## src/rtl/cc_port_hub.sv

```systemverilog
// Port hub between the soft-processor port bus and the scratch registers, board I/O,
// UART FIFO strobes and a maskable, acknowledged interrupt controller.
module cc_port_hub #(
  parameter int NUM_REGS = 8,
  parameter int LED_W    = 16,
  parameter int SW_W     = 16,
  parameter int BTN_W    = 8,
  parameter int EXT_IRQ  = 2,
  parameter int TICK_DIV = 100000000,
  localparam int EXT_W   = (EXT_IRQ > 0) ? EXT_IRQ : 1
) (
  input  logic             clk,
  input  logic             reset,
  output logic [LED_W-1:0] led,
  input  logic [BTN_W-1:0] button,
  input  logic [SW_W-1:0]  switch,
  input  logic [EXT_W-1:0] irq_ext,
  output logic             interrupt,
  input  logic             interrupt_ack,
  input  logic [7:0]       port_id,
  input  logic [7:0]       port_out,
  output logic [7:0]       port_in,
  input  logic             write_strobe,
  input  logic             kwrite_strobe,
  input  logic             read_strobe,
  input  logic [7:0]       data_out,
  input  logic             urx_buffer_full,
  input  logic             urx_buffer_half_full,
  input  logic             urx_buffer_data_present,
  output logic             urx_buffer_read,
  output logic [7:0]       data_in,
  input  logic             utx_buffer_full,
  input  logic             utx_buffer_half_full,
  input  logic             utx_buffer_data_present,
  output logic             utx_buffer_write
);

  localparam int NSRC = 3 + EXT_IRQ;
  localparam logic [7:0] SRC_MASK = 8'((1 << NSRC) - 1);
  localparam int CNT_W = $clog2(TICK_DIV);
  localparam logic [CNT_W-1:0] TICK_LAST = CNT_W'(TICK_DIV - 1);

  typedef enum logic [1:0] {IDLE, REQ, SERVICE} irq_state_t;

  logic [7:0]       regs [NUM_REGS];
  logic [7:0]       mask, pending, evt, active, cause, rd_data, w1c_bits;
  logic [2:0]       cause_idx;
  logic [CNT_W-1:0] tick_cnt;
  logic             tick_evt, wr, eoi, urx_present_d;
  logic [SW_W-1:0]  sw_s1, sw_s2;
  logic [BTN_W-1:0] btn_s1, btn_s2, btn_d;
  logic [EXT_W-1:0] ext_s1, ext_s2, ext_d;
  irq_state_t       state, state_nxt;

  assign wr               = write_strobe | kwrite_strobe;
  assign eoi              = wr && (port_id == 8'h42);
  assign w1c_bits         = eoi ? port_out : 8'h00;
  assign utx_buffer_write = wr && (port_id == 8'h40);
  assign data_in          = port_out;
  assign tick_evt         = (tick_cnt == TICK_LAST);
  assign active           = pending & mask;

  // Two-flop synchronisers plus one history flop for edge detection.
  always_ff @(posedge clk or posedge reset) begin
    if (reset) begin
      {sw_s1, sw_s2}          <= '0;
      {btn_s1, btn_s2, btn_d} <= '0;
      {ext_s1, ext_s2, ext_d} <= '0;
      urx_present_d           <= 1'b0;
    end else begin
      // NOTE: non-blocking assignments let every flop sample the pre-edge value,
      // so the chain really delays by one stage per clock.
      sw_s1         <= switch;
      sw_s2         <= sw_s1;
      btn_s1        <= button;
      btn_s2        <= btn_s1;
      btn_d         <= btn_s2;
      ext_s1        <= irq_ext;
      ext_s2        <= ext_s1;
      ext_d         <= ext_s2;
      urx_present_d <= urx_buffer_data_present;
    end
  end

  always_comb begin
    // NOTE: every combinational output gets a default first so no path infers a latch.
    evt    = 8'h00;
    evt[0] = tick_evt;
    evt[1] = urx_buffer_data_present & ~urx_present_d;
    evt[2] = |(btn_s2 & ~btn_d);
    for (int i = 0; i < EXT_IRQ; i++) evt[3+i] = ext_s2[i] & ~ext_d[i];
  end

  always_comb begin
    cause_idx = 3'd0;
    for (int i = 7; i >= 0; i--) if (active[i]) cause_idx = 3'(i);
    cause = (|active) ? {1'b1, 4'b0000, cause_idx} : 8'h00;
  end

  always_comb begin
    rd_data = 8'h00;
    for (int n = 0; n < NUM_REGS; n++) if (port_id == 8'(n)) rd_data = regs[n];
    case (port_id)
      8'h40:   rd_data = data_out;
      8'h41:   rd_data = {2'b00, urx_buffer_full, urx_buffer_half_full, urx_buffer_data_present,
                          utx_buffer_full, utx_buffer_half_full, utx_buffer_data_present};
      8'h42:   rd_data = pending;
      8'h43:   rd_data = mask;
      8'h44:   rd_data = cause;
      default: ;
    endcase
    for (int k = 0; k < SW_W / 8; k++)  if (port_id == 8'(8'h48 + k)) rd_data = sw_s2[8*k +: 8];
    for (int k = 0; k < BTN_W / 8; k++) if (port_id == 8'(8'h50 + k)) rd_data = btn_s2[8*k +: 8];
    for (int k = 0; k < LED_W / 8; k++) if (port_id == 8'(8'h58 + k)) rd_data = led[8*k +: 8];
  end

  always_ff @(posedge clk or posedge reset) begin
    if (reset) begin
      // NOTE: the scratch file is explicitly cleared, so it maps to flops rather than RAM.
      for (int n = 0; n < NUM_REGS; n++) regs[n] <= 8'h00;
      led             <= '0;
      mask            <= 8'h00;
      pending         <= 8'h00;
      tick_cnt        <= '0;
      port_in         <= 8'h00;
      urx_buffer_read <= 1'b0;
    end else begin
      for (int n = 0; n < NUM_REGS; n++)
        if (wr && port_id == 8'(n)) regs[n] <= port_out;
      for (int k = 0; k < LED_W / 8; k++)
        if (wr && port_id == 8'(8'h58 + k)) led[8*k +: 8] <= port_out;
      if (wr && port_id == 8'h43) mask <= port_out & SRC_MASK;
      // Clear first, then OR in new events: a coincident event survives the W1C.
      pending         <= ((pending & ~w1c_bits) | evt) & SRC_MASK;
      tick_cnt        <= tick_evt ? '0 : tick_cnt + CNT_W'(1);
      port_in         <= rd_data;
      urx_buffer_read <= read_strobe && (port_id == 8'h40);
    end
  end

  always_ff @(posedge clk or posedge reset) begin
    if (reset) state <= IDLE;
    else       state <= state_nxt;
  end

  // Once acknowledged, new requests stay parked until software writes EOI.
  always_comb begin
    state_nxt = state;
    interrupt = 1'b0;
    case (state)
      IDLE:    if (|active) state_nxt = REQ;
      REQ: begin
        interrupt = 1'b1;
        if (interrupt_ack)  state_nxt = SERVICE;
        else if (!(|active)) state_nxt = IDLE;
      end
      SERVICE: if (eoi) state_nxt = IDLE;
      default: state_nxt = IDLE;
    endcase
  end

endmodule

```

## config.mk

```make
export PLATFORM = sky130hd
export DESIGN_NAME = cc_port_hub
export DESIGN_NICKNAME = d
export VERILOG_FILES = /design/src/rtl/cc_port_hub.sv
export SDC_FILE = /design/constraint.sdc
export NUM_CORES = 1
export LEC_CHECK = 0
export ABC_AREA = 1
export CORE_ASPECT_RATIO = 0.6
export CORE_MARGIN = 2
export CORE_UTILIZATION = 50
export DETAILED_ROUTE_END_ITERATION = 10
export GPL_ROUTABILITY_DRIVEN = 0
export PLACE_DENSITY = 0.74
export SETUP_SLACK_MARGIN = 0.5
export SLEW_MARGIN = 20
export SYNTH_ARGS = -nofsm -noshare
export SYNTH_HDL_FRONTEND = slang
export SYNTH_SLANG_ARGS = --single-unit
export TNS_END_PERCENT = 20
```

## constraint.sdc

```tcl
create_clock -name clk -period 7.4 [get_ports clk]
set_clock_uncertainty 0.05 [all_clocks]
set_input_delay 2.22 -clock clk [delete_from_list [all_inputs] [get_ports clk]]
set_output_delay 2.22 -clock clk [all_outputs]
set_load 0.05 [all_outputs]
```

=== Yosys cells after proc, flatten, opt, wreduce, memory -nomap -nowiden ===
Cells that the tools add are included.

* Register bits: 191
* Latch bits: 0
* Memory bits (writable): 0
* Bits in read-only memories: 0
* Memories: 0

* $add $sub $neg: 1
* Multipliers: 0
* Div/mod/pow operators: 0
* Order comparisons: 0
* Equality and inequality tests: 23
* Shifts and indexed selects: 0
* Muxes and demuxes: 31
* Bitwise logic cells: 13
* Reduce and logical (&&, ||, !) cells: 19

{| class="wikitable"
|+ Operator list
! kind !! count
|-
| $mux 8 || 14
|-
| $eq 8x7->1 const B || 10
|-
| $pmux 8 s5 || 1
|-
| $eq 8x3->1 const B || 4
|-
| $add 27x1->27 const B || 1
|-
| $eq 27x27->1 const B || 1
|-
| $mux 27 || 1
|-
| $mux 3 || 8
|-
| $eq 8x2->1 const B || 2
|-
| $reduce_or 8->1 || 2
|-
| $logic_and 1x1->1 || 14
|-
| $and 5x5->5 || 2
|-
| $and 8x8->8 || 1
|-
| $eq 8x1->1 const B || 1
|-
| $logic_not 8->1 || 1
|-
| $mux 2 || 4
|-
| $not 8->8 || 1
|-
| $pmux 2 s3 || 1
|-
| $mux 5 || 1
|-
| $not 5->5 || 1
|-
| $or 5x5->5 || 1
|-
| $ne 2x2->1 const B || 2
|-
| $and 1x1->1 || 3
|-
| $ne 3x3->1 const B || 1
|-
| 7 further kinds || 9
|}

=== Depth between registers and ports, before layout ===
* Depth after elaboration: 15
* Mapped depth: 13

=== Least setup slack after synthesis ===
OpenSTA, ideal clock, no wires.

* Kind: input port to output port
* From: input port_id[1]
* To: output utx_buffer_write
* Arrival: 3.592 ns
* Slack: 1.538 ns
* Cell stages on the path: 6
* Cell sequence: buf_4 nor2_2 nand2_1 nor2_4 inv_1 nor2_1

* Cells in the longest elaborated chain, start to end: 2

{| class="wikitable"
|+ RTL lines
! element !! line !! source
|-
| from (decl) || 20 || <nowiki>input logic [7:0] port_id,</nowiki>
|-
| $eq 8x7->1 || 58 || <nowiki>assign utx_buffer_write = wr && (port_id == 8'h40);</nowiki>
|-
| $logic_and 1x1->1 || 58 ||
|-
| to (decl) || 35 || <nowiki>output logic utx_buffer_write</nowiki>
|}

No other way between the ends.

=== Final worst setup path ===
Same ends and word-level chain as after synthesis.

==> qor.tcl <==
set qor(cp_data_required_time_ns) 5.13
set qor(p_clk_frac) 0.420
set qor(fin_tns_setup_ns) 0
set qor(timing.hold.worst.class) {reg -> reg}
set qor(cell_internal_pwr_mw) 1.66
set qor(core_area_sq_um) 16200
set qor(antenna_cells) 0
set qor(fill_count) 1350
set qor(power.share.combinational) 0.085
set qor(route.vias.total) 6684
set qor(gr-total-overflow) 0
set qor(synth.avg_cell_area_sq_um) 9.14
set qor(critical_path.reg2reg.endpoint) {tick_cnt[7]}
set qor(run_status) {finished clean}
set qor(num_rows) 36
set qor(post_synth_arst_share) 1.00
set qor(die_area_sq_um) 17700
set qor(multi_input_comb_area_sq_um) 2980
set qor(edff_count_synth) 0
set qor(mostFrequentLayoutCells) {nand2_1, dfrtp_1, clkdlybuf4s50_1}
set qor(slew_headroom) 0.310
set qor(worst_voltage_drop_across_the_vdd_grid_v) 0.000168
set qor(summed_instance_area_of_the_synthesized_netlist_sq_um) 8300
set qor(drt.antenna.violating_nets) 0
set qor(wl_per_cell_um) 17.4
set qor(hold_buffers) 0
set qor(yosysTopAreaCell) {dfrtp_1}
set qor(drt_pass1_iterations) 5
set qor(synth_cell_type_count) 44
set qor(max-clock-path-buffers) 2
set qor(finalWorstSetupSlack_ns) 0.643
set qor(fin_hold_ws_ns) 0.294
set qor(layout.core_utilization) 0.617
set qor(finalWorstPathRequiredPeriod_ns) 6.76
set qor(rr_startpoint) {tick_cnt[0]}
set qor(synth_ff_type) {dfrtp_1}
set qor(final_min_period_over_clock_period) 0.913
set qor(final-seq-area_sq_um) 4780
set qor(io_buffer_count) 96
set qor(report.final.slew_viol_count) 0
set qor(drt_iter0_drc) 800
set qor(htreeDepth) 4
set qor(slowest_delay_ns) 0.81
set qor(die-width_um) 170
set qor(io_pins) 97
set qor(clock-sinks) 191
set qor(grt_pass1_vias) 6225
set qor(synth.net_count) 971
set qor(synth_sequential_area_ratio) 0.576
set qor(clock_transition_at_the_register_clock_pins_on_the_worst_setup_and_hold_paths_after_cts_ns) 0.07
set qor(grt_first_pass_wirelength_um) 34100
set qor(detailedPlacementHpwl_um) 15100
set qor(worst_setup_path_endpoint) {utx_buffer_write}
set qor(rsz0062_at_grt) {false}
set qor(cap_violations) 0
set qor(clock.fmax_mhz) 148
set qor(routed_wire_length_um) 21200
set qor(worst-endpoint-arrival_ns) 4.49
set qor(timing.final.setup_violations) 0
set qor(finalHoldViolCount) 0
set qor(mean_number_of_vias_per_cell) 5.49
set qor(reg2reg_depth) 8
set qor(nNetsFinal) 1059
set qor(post_synth_inst_count) 908
set qor(critPathLaunchType) {input pin}
set qor(ys_warn_count) 0
set qor(leading_cell_type_in_the_layout_fill_and_taps_excluded) {nand2_1}
set qor(count_of_instances_resized_after_the_clock_tree_is_built) 0
set qor(setup.worst_path.start) {port_id[1]}
set qor(crit_path_max_fanout) 9
set qor(cpMaxStageDelayCell) {clkdlybuf4s50_1}
set qor(postCtsSetupRepairBufs) 0
set qor(number_of_flip_flops_and_latches_in_the_synthesized_netlist) 191
set qor(drive_above_1_share) 0.0991
set qor(timing_worst_setup_path_type) {in -> out}
set qor(sequential_cell_fraction_of_total_power) 0.495
set qor(post-route-drc-count) 0
set qor(worst_reg_to_reg_setup_slack_ns) 5.40
set qor(timing_worst_slew_pin_value_ns) 1.04
set qor(cts_made_buffers) 17
set qor(critical_path.cell_chain) {clkdlybuf4s50_1 > nor2_2 > nand2_1 > nor2_4 > inv_1 > nor2_1 > clkdlybuf4s50_1}
set qor(place_ws_ns) 0.646
set qor(synth_top_area_frac) 0.576
set qor(switchingPower_uw) 619
set qor(worst_path_most_repeated_cell) {clkdlybuf4s50_1}
set qor(initial_util) 0.512
set qor(groute.usage.overall) 0.254
set qor(timing.critical_path.to_type) {primary output}
set qor(tritoncts) {done}
set qor(power.share.switching) 0.272
set qor(power_leakage_nw) 4.57
set qor(area.growth.synth_to_final_pct) 20.5
set qor(floorplan.die.height_um) 104
set qor(cts-root-buf) {clkbuf_16}
set qor(cellPowerDensity_nw_per_um2) 228
set qor(largest_net_degree_at_the_start_of_global_routing) 192
set qor(clk_latency_ns) 0.44
set qor(initial_antenna_violation_count) 0
set qor(ys_top_cells_by_area) {dfrtp_1, nand2_1, o21ai_0}
==> kinds of logic after synthesis <==
family | Yosys count | synth area share
simple gates | 445 | 0.256
xor+xnor | 12 | 0.0127
compound gates | 131 | 0.0891
fa+ha+maj | 1 | 0.00151
flops | 191 | 0.576
buf+inv | 128 | 0.0650
==> worst min path at each step <==
stage | start | to | slack, ns | depth (start not counted)
3_5_place_dp | ext_s1[0] | ext_s2[0] | 0.28 | 0
4_1_cts | ext_s1[0] | ext_s2[0] | 0.30 | 0
2_1_floorplan | btn_s1[0] | btn_s2[0] | 0.28 | 0
6_report | ext_s1[0] | ext_s2[0] | 0.29 | 0
5_1_grt | btn_s1[6] | btn_s2[6] | 0.31 | 0
3_3_place_gp | ext_s1[1] | ext_s2[1] | 0.28 | 0
==> layer usage <==
| metal | vias up | share of wire | global-route usage |
|---|---|---|---|
| met2 | 314 | 0.41 | 0.339 |
| met3 | 36 | 0.090 | 0.0535 |
| met4 | 2 | 0.014 | 0.0745 |
| met1 | 3225 | 0.49 | 0.410 |
| met5 | - | 0.0025 | 0.0232 |
| li1 | 3107 | - | - |
==> synthesized netlist by cell type (2+ instances only) <==
| library cell | count |
|---|---|
| nor4_1 | 6 |
| a31oi_1 | 3 |
| dfrtp_1 | 191 |
| o21ai_1 | 16 |
| o21ai_0 | 72 |
| nor4_2 | 3 |
| a21oi_1 | 13 |
| nand3_2 | 4 |
| nand2_1 | 233 |
| o22ai_1 | 3 |
| buf_4 | 12 |
| nor2_2 | 8 |
| inv_2 | 10 |
| a221oi_1 | 2 |
| nand2_2 | 9 |
| inv_1 | 87 |
| xnor2_1 | 2 |
| clkbuf_1 | 9 |
| nor3_2 | 4 |
| nor3b_2 | 3 |
| o211ai_1 | 6 |
| o21ai_2 | 8 |
| nand3_1 | 31 |
| nor2_1 | 83 |
| nor2_8 | 3 |
| and3_1 | 3 |
| nor2_4 | 7 |
| nor3_4 | 2 |
| buf_2 | 9 |
| xor2_1 | 10 |
| a22o_1 | 2 |
| nand4_1 | 32 |
| nor3_1 | 11 |
==> cell type report <==
| class | instances | area share |
|---|---|---|
| Clock buffer | 17 | 0.0425 |
| Inverter | 98 | 0.0374 |
| Clock inverter | 15 | 0.0186 |
| Tap cell | 209 | 0.0261 |
| Multi-Input combinational cell | 589 | 0.298 |
| Sequential cell | 191 | 0.478 |
| Timing Repair Buffer | 99 | 0.0996 |
==> power groups by stage <==
stage	clock network (mW)	registers, mW	logic [mW]
floorplan	0	1.16	0.0935
global placement	0	1.14	0.191
detailed placement	0	1.15	0.195
CTS	0.964	1.13	0.196
global route	1.01	1.13	0.213
finish	0.955	1.13	0.194
==> stage by stage <==
| stage | std cells | total power, mW | cell area (sq um) |
|---|---|---|---|
| after floorplan | 908 | 1.25 | 8300 |
| after CTS | 1218 | 2.29 | 10000 |
| after global routing | 1218 | 2.36 | 10000 |
| after detailed placement | 1186 | 1.34 | 9390 |
| after global placement | 1186 | 1.34 | 9390 |
| final | 1218 | 2.28 | 10000 |
==> critical path: cells and delay by family <==
family,cells,cell delay [ns]
simple gates,4,0.76
buf+inv,3,1.49
==> sequential cells by signal, indices dropped and copies added (netlist names), 5 cells and up <==
register,flops
pending,5
sw_s1,16
regs,64
btn_d,8
mask,5
led,16
port_in,8
sw_s2,16
tick_cnt,27
btn_s1,8
btn_s2,8
(Power assumes the default switching activity.)
